--- src/rtl/maxpool2x2_stream.sv ---
// maxpool2x2_stream
// Streaming 2x2 / stride-2 max-pooling of a raster-ordered signed Q8.8
// feature map. The horizontal pair maximum of each even row is parked in
// a half-width line buffer. On the following odd row it is combined with
// that row's pair maximum to give one pooled result per window.
module maxpool2x2_stream #(
  parameter int DATA_W = 16,
  parameter int IMG_W  = 8,
  parameter int IMG_H  = 8
) (
  input  logic              clk,
  input  logic              rst,
  input  logic              in_valid,
  input  logic [DATA_W-1:0] din,
  output logic              out_valid,
  output logic [DATA_W-1:0] dout,
  output logic              frame_done
);

  localparam int COL_W    = (IMG_W > 2) ? $clog2(IMG_W) : 1;
  localparam int ROW_W    = (IMG_H > 2) ? $clog2(IMG_H) : 1;
  localparam int LB_DEPTH = IMG_W / 2;
  localparam int LB_AW    = (LB_DEPTH > 1) ? $clog2(LB_DEPTH) : 1;

  localparam logic [COL_W-1:0] COL_LAST = COL_W'(IMG_W - 1);
  localparam logic [ROW_W-1:0] ROW_LAST = ROW_W'(IMG_H - 1);
  localparam logic [COL_W-1:0] COL_ONE  = COL_W'(1);
  localparam logic [ROW_W-1:0] ROW_ONE  = ROW_W'(1);
  localparam logic [COL_W-1:0] COL_ZERO = COL_W'(0);
  localparam logic [ROW_W-1:0] ROW_ZERO = ROW_W'(0);

  // Two's-complement maximum; on a tie the first operand is returned, which
  // equals the second anyway, so the result is always one of the inputs.
  function automatic logic [DATA_W-1:0] smax(input logic [DATA_W-1:0] a,
                                             input logic [DATA_W-1:0] b);
    if ($signed(a) >= $signed(b)) begin
      smax = a;
    end else begin
      smax = b;
    end
  endfunction

  logic [COL_W-1:0]  col_r;
  logic [ROW_W-1:0]  row_r;
  logic [DATA_W-1:0] pair_r;
  logic [DATA_W-1:0] linebuf_r [LB_DEPTH];

  logic              last_col_s;
  logic              last_row_s;
  logic              odd_col_s;
  logic              odd_row_s;
  logic [LB_AW-1:0]  lb_addr_s;
  logic [DATA_W-1:0] lb_rd_s;
  logic [DATA_W-1:0] hmax_s;
  logic [DATA_W-1:0] pool_s;
  logic              lb_we_s;
  logic              fire_s;
  logic              frame_end_s;

  // Decode the raster position and form the pair/window maxima.
  always_comb begin
    last_col_s  = (col_r == COL_LAST);
    last_row_s  = (row_r == ROW_LAST);
    odd_col_s   = col_r[0];
    odd_row_s   = row_r[0];
    lb_addr_s   = LB_AW'(col_r >> 1);
    lb_rd_s     = linebuf_r[lb_addr_s];
    hmax_s      = smax(pair_r, din);
    pool_s      = smax(lb_rd_s, hmax_s);
    lb_we_s     = in_valid & odd_col_s & ~odd_row_s;
    fire_s      = in_valid & odd_col_s & odd_row_s;
    frame_end_s = fire_s & last_col_s & last_row_s;
  end

  // Column/row counters advance only on accepted pixels and wrap per frame.
  always_ff @(posedge clk or posedge rst) begin
    if (rst) begin
      col_r <= COL_ZERO;
      row_r <= ROW_ZERO;
    end else if (in_valid) begin
      if (last_col_s) begin
        col_r <= COL_ZERO;
        if (last_row_s) begin
          row_r <= ROW_ZERO;
        end else begin
          row_r <= row_r + ROW_ONE;
        end
      end else begin
        col_r <= col_r + COL_ONE;
      end
    end
  end

  // Hold the left pixel of each horizontal pair until its partner arrives.
  always_ff @(posedge clk or posedge rst) begin
    if (rst) begin
      pair_r <= {DATA_W{1'b0}};
    end else if (in_valid && !odd_col_s) begin
      pair_r <= din;
    end
  end

  // Line buffer: every entry is written on an even row before the odd row
  // reads it, so its contents need no reset.
  always_ff @(posedge clk) begin
    if (lb_we_s) begin
      linebuf_r[lb_addr_s] <= hmax_s;
    end
  end

  // Registered pooled output with single-cycle valid and end-of-frame pulses.
  always_ff @(posedge clk or posedge rst) begin
    if (rst) begin
      out_valid  <= 1'b0;
      frame_done <= 1'b0;
      dout       <= {DATA_W{1'b0}};
    end else begin
      out_valid  <= fire_s;
      frame_done <= frame_end_s;
      if (fire_s) begin
        dout <= pool_s;
      end
    end
  end

endmodule

--- config.mk ---
export PLATFORM = sky130hd
export DESIGN_NAME = maxpool2x2_stream
export DESIGN_NICKNAME = d
export VERILOG_FILES = /design/src/rtl/maxpool2x2_stream.sv
export SDC_FILE = /design/constraint.sdc
export NUM_CORES = 1
export LEC_CHECK = 0
export BUFFER_PORTS_ARGS = -buffer_cell sky130_fd_sc_hd__buf_2
export CAP_MARGIN = 40
export CORE_ASPECT_RATIO = 1.25
export CORE_MARGIN = 2
export CORE_UTILIZATION = 45
export CTS_CLUSTER_DIAMETER = 100
export CTS_CLUSTER_SIZE = 28
export DETAILED_ROUTE_END_ITERATION = 12
export MAX_ROUTING_LAYER = met4
export PLACE_DENSITY = 0.65
export SETUP_SLACK_MARGIN = 0.1
export SLEW_MARGIN = 20
export SYNTH_ARGS = -nofsm -noshare
export SYNTH_HDL_FRONTEND = slang
export SYNTH_SLANG_ARGS = --single-unit
--- constraint.sdc ---
create_clock -name clk -period 4.9 [get_ports clk]
set_input_delay 0.49 -clock clk [delete_from_list [all_inputs] [get_ports clk]]
set_output_delay 0.49 -clock clk [all_outputs]
set_load 0.1 [all_outputs]
==> impl_metrics.yaml, run 1 <==
setup_path:
  worstPathArrival_ns: 4.79
  critPathMaxFanout: 9
  critPathLaunchType: "flip-flop"
  worst-setup-path-type: "flip-flop to flip-flop"
  cp.required_ns: 5.11
  critical_path.endpoint_type: "flip-flop"
final_layout:
  area_growth_pct: 15.8
  layout.cells.non_filler: 566
  diodes: 0
  utilization_pct: 53.8
  stdcell_area_um2: 5740
  layout.nets: 484
  drive_above_1_share_pct: 24.4
synthesis:
  synthFlopType: "edfxtp_1"
  ys_seq_area_share_pct: 58.9
  async_flop_share_pct: 38.5
  ys_ff_latch: 104
  synth-warning-count: 0
  syn-instance-count: 373
  synth_nets: 428
  synth_cell_types: 38
  synth.cell_area_um2: 4960
  synth-edff-count: 64
  syn_avg_cell_area_um2: 13.3
cts:
  cts.path.max_buffers: 2
  ctsHtreeMaxLevel: 3
  post_cts_buffers: 0
  cts_made_buffers: 9
  cts_tree: "done"
  clkSinkCount: 104
  path_clk_slew_ns: 0.07
  clock-root-buffer: "clkbuf_16"
  worstSkewPairLatency_ns: 0.35
placement:
  place_ws_ns: -0.0843
  io_buffers: 36
  placed_area_um2: 5420
  hpwl_um: 7230
  finalWeightedCongestion: 0.901
  place_inst: 548
power_and_ir_drop:
  power_frac_clock_pct: 17.3
  p_sw_mw: 1.72
  power.share.switching_pct: 43.2
  power_leakage_nw: 2.58
  peakVddDrop_mv: 0.235
  intPower_mw: 2.25
  finalPower_mw: 3.97
  power.density_nw_per_um2: 691
  p_comb_share_pct: 48.6
  p_seq_share_pct: 34.1
global_routing:
  grt_usage_pct: 18.2
  gr-total-overflow: 0
  grt_pass1_vias: 3208
  grt_pass1_wl_um: 16000
  grt_max_degree: 41
  grt_antenna_before_repair: 0
floorplanning:
  core-area_um2: 10700
  die-area_um2: 11900
  row_count: 42
  dieHeight_um: 121
  boundaryPins: 37
  die_w_um: 97.9
  initial_utilization_pct: 46.5
drt:
  drt_iter0_markers: 109
  num_vias: 3005
  drt-total-wl_um: 10000
  wl_per_cell_um: 17.7
  drc: 0
  ant_nets: 0
  drt-vias-per-instance: 5.31
  first_pass_iters: 6
sta:
  slew_violations: 0
  hold_viol_final: 0
  whs_ns: 0.252
  finalSetupViolations: 0
  rsz0062_at_grt: "true"
  timing.slew.headroom_pct: 48.9
  fin_crit_sh_pct: 93.4
  worst_pin_slew_ns: 0.765
  finClkSkew_ns: 0.00815
  fmax_mhz: 219
  fin_ws_ns: 0.324
  fin_crit_ns: 4.58
  fin_setup_tns_ns: 0
min_path:
  hp-class: "primary input to async pin"
outcome:
  outcome: "finished, final reports clean"
flow_run:
  maxCapViolCount: 0
-- kinds of logic (layout without fill, tap and decap cells) --
logic type / count (synthesis) / count (layout) / synth area share, %
flops: 104 / 104 / 58.9
simple gates: 70 / 71 / 6.58
buf+inv: 64 / 124 / 5.40
compound gates: 60 / 60 / 8.22
mux: 39 / 39 / 11.8
fa+ha+maj: 36 / 36 / 9.08
-- worst max-delay path, stage by stage, from the launching register on --
cell and delay, ns:
dfrtp_1 0.41, ha_1 0.31, nand4_1 0.16, or4_1 0.58, a31oi_1 0.16, nor4_1 0.09, a21oi_4 0.13, buf_4 0.23
mux2i_2 0.36, ha_1 0.30, a21oi_1 0.15, o21ai_0 0.12, a211oi_1 0.26, or3b_1 0.40, mux2i_2 0.33, or2_2 0.31
o221ai_1 0.13
-- state kept, by name (all words and copies together) (netlist names) --
name        flops
row_r           3
col_r           3
dout           16
out_valid       1
frame_done      1
pair_r         16
linebuf_r      64
-- Yosys cell counts, types with 6 or more instances --
| cell type | number | area share (%) |
|---|---|---|
| ha_1 | 36 | 9.1 |
| mux2_2 | 6 | 1.4 |
| mux2i_1 | 18 | 3.6 |
| edfxtp_1 | 64 | 39 |
| dfrtp_1 | 40 | 20 |
| a21oi_1 | 11 | 1.1 |
| o21ai_0 | 19 | 1.9 |
| nand2_1 | 42 | 3.2 |
| o221ai_1 | 16 | 2.8 |
| mux4_2 | 15 | 6.8 |
| inv_1 | 51 | 3.9 |
| nand4_1 | 6 | 0.76 |
-- placed cells by master, fill, tap and decap left out, drive strengths merged, types with 3 or more instances in the layout --
master,n
clkbuf,9
nor2b,3
a21o,3
o21ai,19
a21oi,12
mux2,6
dfrtp,40
inv,54
edfxtp,64
ha,36
nand2,42
a211o,3
nor2,5
nand4,6
o221ai,16
clkinv,3
mux2i,18
buf,57
mux4,15
o211ai,3
-- area by class of cell --
| type | instances | area (um^2) |
|---|---|---|
| Sequential cell | 104 | 2920 |
| Timing Repair Buffer | 57 | 372 |
| Multi-Input combinational cell | 206 | 1810 |
| Clock buffer | 9 | 225 |
| Tap cell | 132 | 165 |
| Clock inverter | 7 | 61.3 |
| Inverter | 51 | 191 |
| Fill cell | 878 | 4920 |
-- what timing repair did --
action	CTS	global route
hold buffers	0	0
gates resized for setup	0	6
setup endpoints to repair	0	16
-- metal layers --
layer	GRT usage, %	vias to the layer above	wire (um)
met5	-	-	0
met4	9.46	0	285
met3	3.11	17	277
met2	30.1	48	5110
met1	21.4	1458	4330
li1	-	1482	-
-- worst paths after layout --
| kind | from | cells after the start | slack, ns | to |
|---|---|---|---|---|
| setup reg to reg | pair_r[13]$_DFFE_PP0P_ | 16 | 0.32 | dout[4]$_DFFE_PP0P_ |
| hold reg to reg | dout[10]$_DFFE_PP0P_ | 2 | 0.49 | dout[10]$_DFFE_PP0P_ |
| min in group clk | din[12] | 3 | 0.43 | pair_r[12]$_DFFE_PP0P_ |
| max in group asynchronous | rst | 3 | 4.28 | pair_r[15]$_DFFE_PP0P_ |
| hold / removal | rst | 3 | 0.25 | row_r[2]$_DFFE_PP0P_ |
| setup / recovery | pair_r[13]$_DFFE_PP0P_ | 16 | 0.32 | dout[4]$_DFFE_PP0P_ |
-- power groups by stage --
stage / registers [mW] / clock network, mW / logic [mW]
finish: 1.35 / 0.687 / 1.93
global route: 1.38 / 0.738 / 2.12
CTS: 1.36 / 0.703 / 1.90
detailed placement: 1.37 / 0 / 1.89
global placement: 1.42 / 0 / 1.76
floorplan: 1.75 / 0 / 1.00
Power figures use the tool's default switching activity.
==> inputs of run 2 (changes only) <==
Settings changed: CORE_ASPECT_RATIO 1.25 to default.
==> run 2 against run 1 <==
Clock-buffer cell count did not move. Sequential share of layout area is 0.44 points higher. Non-clock buffer count up 1. Utilization decreased by 1.1 points. Register-to-register slack improved by 0.05 ns. Global-route usage is 0.78 points higher. Maximum frequency rose by 1.1%. Worst hold slack lost 0.041 ns. First-iteration DRC count rose by 21%. Largest power group unchanged. Highest routed layer unchanged.
==> impl_metrics.yaml, run 2 (synthesized netlist as in run 1, its figures left out) <==
outcome:
  outcome: "finished, final reports clean"
sta:
  timing.slew.headroom_pct: 51.4
  slew_violations: 0
  rsz0062_at_grt: "false"
  hold_viol_final: 0
  finClkSkew_ns: 0.0141
  fin_ws_ns: 0.374
  fmax_mhz: 221
  fin_crit_sh_pct: 92.4
  worst_pin_slew_ns: 0.726
  fin_crit_ns: 4.53
  whs_ns: 0.211
  finalSetupViolations: 0
drt:
  first_pass_iters: 4
  drt-total-wl_um: 10200
  drc: 0
  wl_per_cell_um: 17.8
  ant_nets: 0
  drt_iter0_markers: 132
  drt-vias-per-instance: 5.40
  num_vias: 3100
final_layout:
  final_common_cell: "edfxtp_1"
  nFillCells: 904
  drive_above_1_share_pct: 24.2
  largest_register_ffs: 64
  max_flop_register: "linebuf_r"
  area.sequential_um2: 2920
  layout.nets: 484
  area_growth_pct: 14.8
  utilization_pct: 52.8
  diodes: 0
  reg_top3: "linebuf_r (64), dout (16), pair_r (16)"
  layout_common_cells: "edfxtp_1 (64), inv_1 (51), nand2_1 (41), dfrtp_1 (40)"
  multi_input_area_um2: 1800
cts:
  clock-root-buffer: "clkbuf_8"
  worstSkewPairLatency_ns: 0.38
  holdBufCountCts: 0
  ctsHtreeMaxLevel: 3
  cts.path.max_buffers: 2
  path_clk_slew_ns: 0.11
  post_cts_buffers: 0
  cts_made_buffers: 9
  cts_resized: 0
  cts_tree: "done"
  clkSinkCount: 104
floorplanning:
  die_w_um: 109
  row_count: 38
  dieHeight_um: 109
  core-area_um2: 10800
  initial_utilization_pct: 46.0
  boundaryPins: 37
  die-area_um2: 11900
global_routing:
  grt_usage_pct: 19.0
  grt_antenna_before_repair: 0
  grt_pass1_vias: 3167
  grt_max_degree: 41
  gr-total-overflow: 0
  grt_pass1_wl_um: 16100
power_and_ir_drop:
  power_frac_clock_pct: 14.3
  finalPower_mw: 3.88
  power.density_nw_per_um2: 681
  p_comb_share_pct: 50.3
  intPower_mw: 2.16
  p_seq_share_pct: 35.4
  p_sw_mw: 1.71
  peakVddDrop_mv: 0.293
  power.share.switching_pct: 44.2
  power_leakage_nw: 2.56
setup_path:
  critPathLaunchType: "flip-flop"
  critical_path.endpoint_type: "flip-flop"
  worst-setup-path-type: "flip-flop to flip-flop"
  critPathMaxFanout: 16
  critPathBufInv: 1
  crit_slowest_cell: "or4_1"
  path_delay_family: "simple AND/OR/NAND/NOR gates"
  path_cells: "ha_1, nand4_1, or4_1, a31oi_1, nor4_1, a21oi_4, buf_4, mux2i_1, ha_1, nand4_1, or4_1, a21oi_1, or3b_1, mux2i_2, or2_4, o221ai_1"
  reg2reg_depth: 16
  cp_slowest_stage_delay_ns: 0.58
  worstPathArrival_ns: 4.76
  cp.required_ns: 5.14
  cp.depth: 16
min_path:
  hp-class: "primary input to async pin"
placement:
  finalWeightedCongestion: 0.848
  place_ws_ns: -0.0276
  hpwl_um: 7500
  io_buffers: 36
flow_run:
  maxCapViolCount: 0
## run 2: cell count changes in the layout (fill, tap and decap cells not counted), sizes merged
cell	before	now
buf	57	58
bufinv	0	1
inv	54	53
or2	2	1
## run 2: tightest hold or removal path, delay by kind of cell
family | cells | cell delay (ns)
buffers and inverters | 3 | 0.57
## run 2: metal layers
| layer | GRT usage, % | part of all wire, % | vias to the layer above |
|---|---|---|---|
| li1 | - | - | 1476 |
| met4 | 8.70 | 2.3 | 0 |
| met5 | - | 0 | - |
| met1 | 25.0 | 46 | 1533 |
| met2 | 29.3 | 48 | 75 |
| met3 | 2.57 | 4.0 | 16 |
## run 2: final timing paths
check / start / endpoint / slack [ns]
max: pair_r[15]$_DFFE_PP0P_ / dout[0]$_DFFE_PP0P_ / 0.37
min: rst / row_r[2]$_DFFE_PP0P_ / 0.21
max reg2reg: pair_r[15]$_DFFE_PP0P_ / dout[0]$_DFFE_PP0P_ / 0.37
min reg2reg: dout[10]$_DFFE_PP0P_ / dout[10]$_DFFE_PP0P_ / 0.51
max in group asynchronous: rst / pair_r[9]$_DFFE_PP0P_ / 4.29
min in group clk: din[0] / pair_r[0]$_DFFE_PP0P_ / 0.40
## run 2: final cells by class
class / instances / share of cell area, %
inverters: 51 / 3.36
flip-flops and latches: 104 / 51.3
repair buffers: 58 / 7.08
multi-input cells: 205 / 31.6
well taps: 140 / 3.08
clock inverters: 7 / 1.38
clock buffers: 9 / 2.18
## run 2: power groups by stage
stage / Combinational, mW / Sequential (mW) / Clock (mW)
final: 1.95 / 1.37 / 0.553
after global routing: 2.13 / 1.40 / 0.603
after CTS: 1.93 / 1.37 / 0.566
after detailed placement: 1.93 / 1.39 / 0
after global placement: 1.79 / 1.43 / 0
after floorplan: 1.00 / 1.75 / 0
## run 2: per-stage QoR
step	instance area, um^2	TNS (ns)	cells
2_1_floorplan	4960	0	373
3_3_place_gp	5380	0	552
3_5_place_dp	5460	-0.196	557
4_1_cts	5660	0	573
5_1_grt	5690	0	574
6_report	5690	0	574
==> inputs of run 3 (changes only) <==
Settings changed: GPL_ROUTABILITY_DRIVEN from default to 0, PLACE_DENSITY 0.65 to 0.7.
==> run 3 against run 2 <==
Maximum frequency is 0.76% higher. Setup slack improved by 0.034 ns. First-iteration DRC count grew 50%. Wire length fell by 1.3%. Register-to-register slack improved by 0.03 ns. Worst hold slack improved by 0.0084 ns. Clock power up 5.2%. Sequential cell count unchanged. Non-clock buffer count shrank 5. Cell area down 0.11%. Sequential power is essentially flat. Critical path type unchanged.
==> impl_metrics.yaml, run 3 (synthesized netlist as in run 1, its figures left out) <==
final_layout:
  reg_top3: "linebuf_r (64), dout (16), pair_r (16)"
  diodes: 0
  area.sequential_um2: 2920
  utilization_pct: 52.7
  layout.cells.non_filler: 570
  multi_input_area_um2: 1830
  nFillCells: 856
  largest_register_ffs: 64
  drive_above_1_share_pct: 24.2
  final_common_cell: "edfxtp_1"
  layout_common_cells: "edfxtp_1 (64), inv_1 (51), nand2_1 (41), dfrtp_1 (40)"
  area_growth_pct: 14.7
  layout.nets: 480
  max_flop_register: "linebuf_r"
drt:
  first_pass_iters: 4
  drt-vias-per-instance: 5.42
  ant_nets: 0
  drt_iter0_markers: 198
  drc: 0
  wl_per_cell_um: 17.7
  drt-total-wl_um: 10100
  num_vias: 3087
outcome:
  outcome: "finished, final reports clean"
global_routing:
  gr-total-overflow: 0
  grt_max_degree: 41
  grt_usage_pct: 18.6
  grt_pass1_wl_um: 15900
  grt_pass1_vias: 3140
  grt_antenna_before_repair: 0
flow_run:
  maxCapViolCount: 0
setup_path:
  worst-setup-path-type: "flip-flop to flip-flop"
  path_cells: "ha_1, nand4_1, or4_1, a31oi_1, nor4_1, a21oi_4, buf_4, mux2i_1, ha_1, nand4_1, or4_1, a21oi_1, or3b_1, mux2i_2, nand2_4, o221ai_1"
  critPathLaunchType: "flip-flop"
  critPathMaxFanout: 16
  cp.required_ns: 5.19
  cp_slowest_stage_delay_ns: 0.57
  critical_path.endpoint_type: "flip-flop"
  crit_slowest_cell: "or4_1"
  critPathLaunch: "pair_r[13]$_DFFE_PP0P_"
  reg2reg_depth: 16
  r2r-start: "pair_r[13]$_DFFE_PP0P_"
  worstPathArrival_ns: 4.78
  ff2ff_setup_slack_ns: 0.41
  r2r-end: "dout[2]$_DFFE_PP0P_"
power_and_ir_drop:
  power.density_nw_per_um2: 682
  peakVddDrop_mv: 0.352
  power_leakage_nw: 2.54
floorplanning:
  dieHeight_um: 109
  die-area_um2: 11900
  core-area_um2: 10800
  initial_utilization_pct: 46.0
  boundaryPins: 37
  die_w_um: 109
  row_count: 38
sta:
  hold_viol_final: 0
  timing.slew.headroom_pct: 47.1
  finalSetupViolations: 0
  fin_crit_ns: 4.49
  rsz0062_at_grt: "false"
  worst_pin_slew_ns: 0.793
  finClkSkew_ns: 0.0176
  fin_crit_sh_pct: 91.7
  slew_violations: 0
  fmax_mhz: 223
placement:
  place_inst: 552
  io_buffers: 36
  hpwl_um: 7270
cts:
  cts_resized: 0
  post_cts_buffers: 0
  clock-root-buffer: "clkbuf_8"
  worstSkewPairLatency_ns: 0.39
  ctsHtreeMaxLevel: 3
  path_clk_slew_ns: 0.12
  cts_tree: "done"
  holdBufCountCts: 0
  cts_made_buffers: 9
  cts.path.max_buffers: 2
  clkSinkCount: 104
min_path:
  hp-class: "primary input to async pin"
run 3: cell types whose count changed in the layout (fill, tap and decap cells not counted), sizes merged:
| cell | change |
|---|---|
| clkinvlp | -1 |
| clkinv | -2 |
| buf | -5 |
| or2 | +1 |
| inv | +3 |
run 3: stage by stage:
step / hold WS [ns] / area (um^2) / TNS, ns / setup slack [ns] / power, mW
final: 0.220 / 5690 / 0 / 0.409 / 3.88
after CTS: 0.236 / 5620 / 0 / 0.196 / 3.82
after detailed placement: 0.481 / 5400 / -0.00681 / -0.00681 / 3.24
after global placement: 0.484 / 5340 / 0 / 0.0688 / 3.15
after global routing: 0.282 / 5690 / 0 / 0.0797 / 4.12
after floorplan: 0.475 / 4960 / 0 / 0.599 / 2.75
run 3: worst max path at each step:
stage	to	cells past startpoint
floorplan	dout[0]$_DFFE_PP0P_	19
global placement	dout[0]$_DFFE_PP0P_	18
detailed placement	dout[2]$_DFFE_PP0P_	18
CTS	dout[0]$_DFFE_PP0P_	16
global route	dout[2]$_DFFE_PP0P_	16
finish	dout[2]$_DFFE_PP0P_	16
run 3: layer usage:
| layer | vias up | part of all wire [%] | wire [um] | track usage [%] |
|---|---|---|---|---|
| met5 | - | 0 | 0 | - |
| met4 | 0 | 2.4 | 247 | 7.69 |
| met3 | 19 | 3.0 | 300 | 3.35 |
| met2 | 52 | 49 | 4930 | 29.2 |
| met1 | 1543 | 46 | 4620 | 23.9 |
| li1 | 1473 | - | - | - |
run 3: critical path, delay by kind of cell (launching register included):
kind            cells  cell delay [ns]
compound gates      4             0.69
fa+ha+maj           2             0.54
buf+inv             1             0.19
flops               1             0.43
mux                 2             0.70
simple gates        7             1.84
run 3: where the power goes:
group	internal (mW)	leakage (nW)	switching, mW	total [mW]
sequential	1.22	1.08	0.168	1.39
combinational	0.675	1.34	1.23	1.91
clock	0.253	0.112	0.329	0.582
total	2.15	2.54	1.73	3.88
run 3: area by class of cell:
| type | count | area share, % |
|---|---|---|
| Clock inverter | 7 | 1.63 |
| Timing Repair Buffer | 53 | 6.14 |
| Multi-Input combinational cell | 206 | 32.2 |
| Inverter | 51 | 3.37 |
| Clock buffer | 9 | 2.18 |
| Sequential cell | 104 | 51.4 |
| Tap cell | 140 | 3.08 |
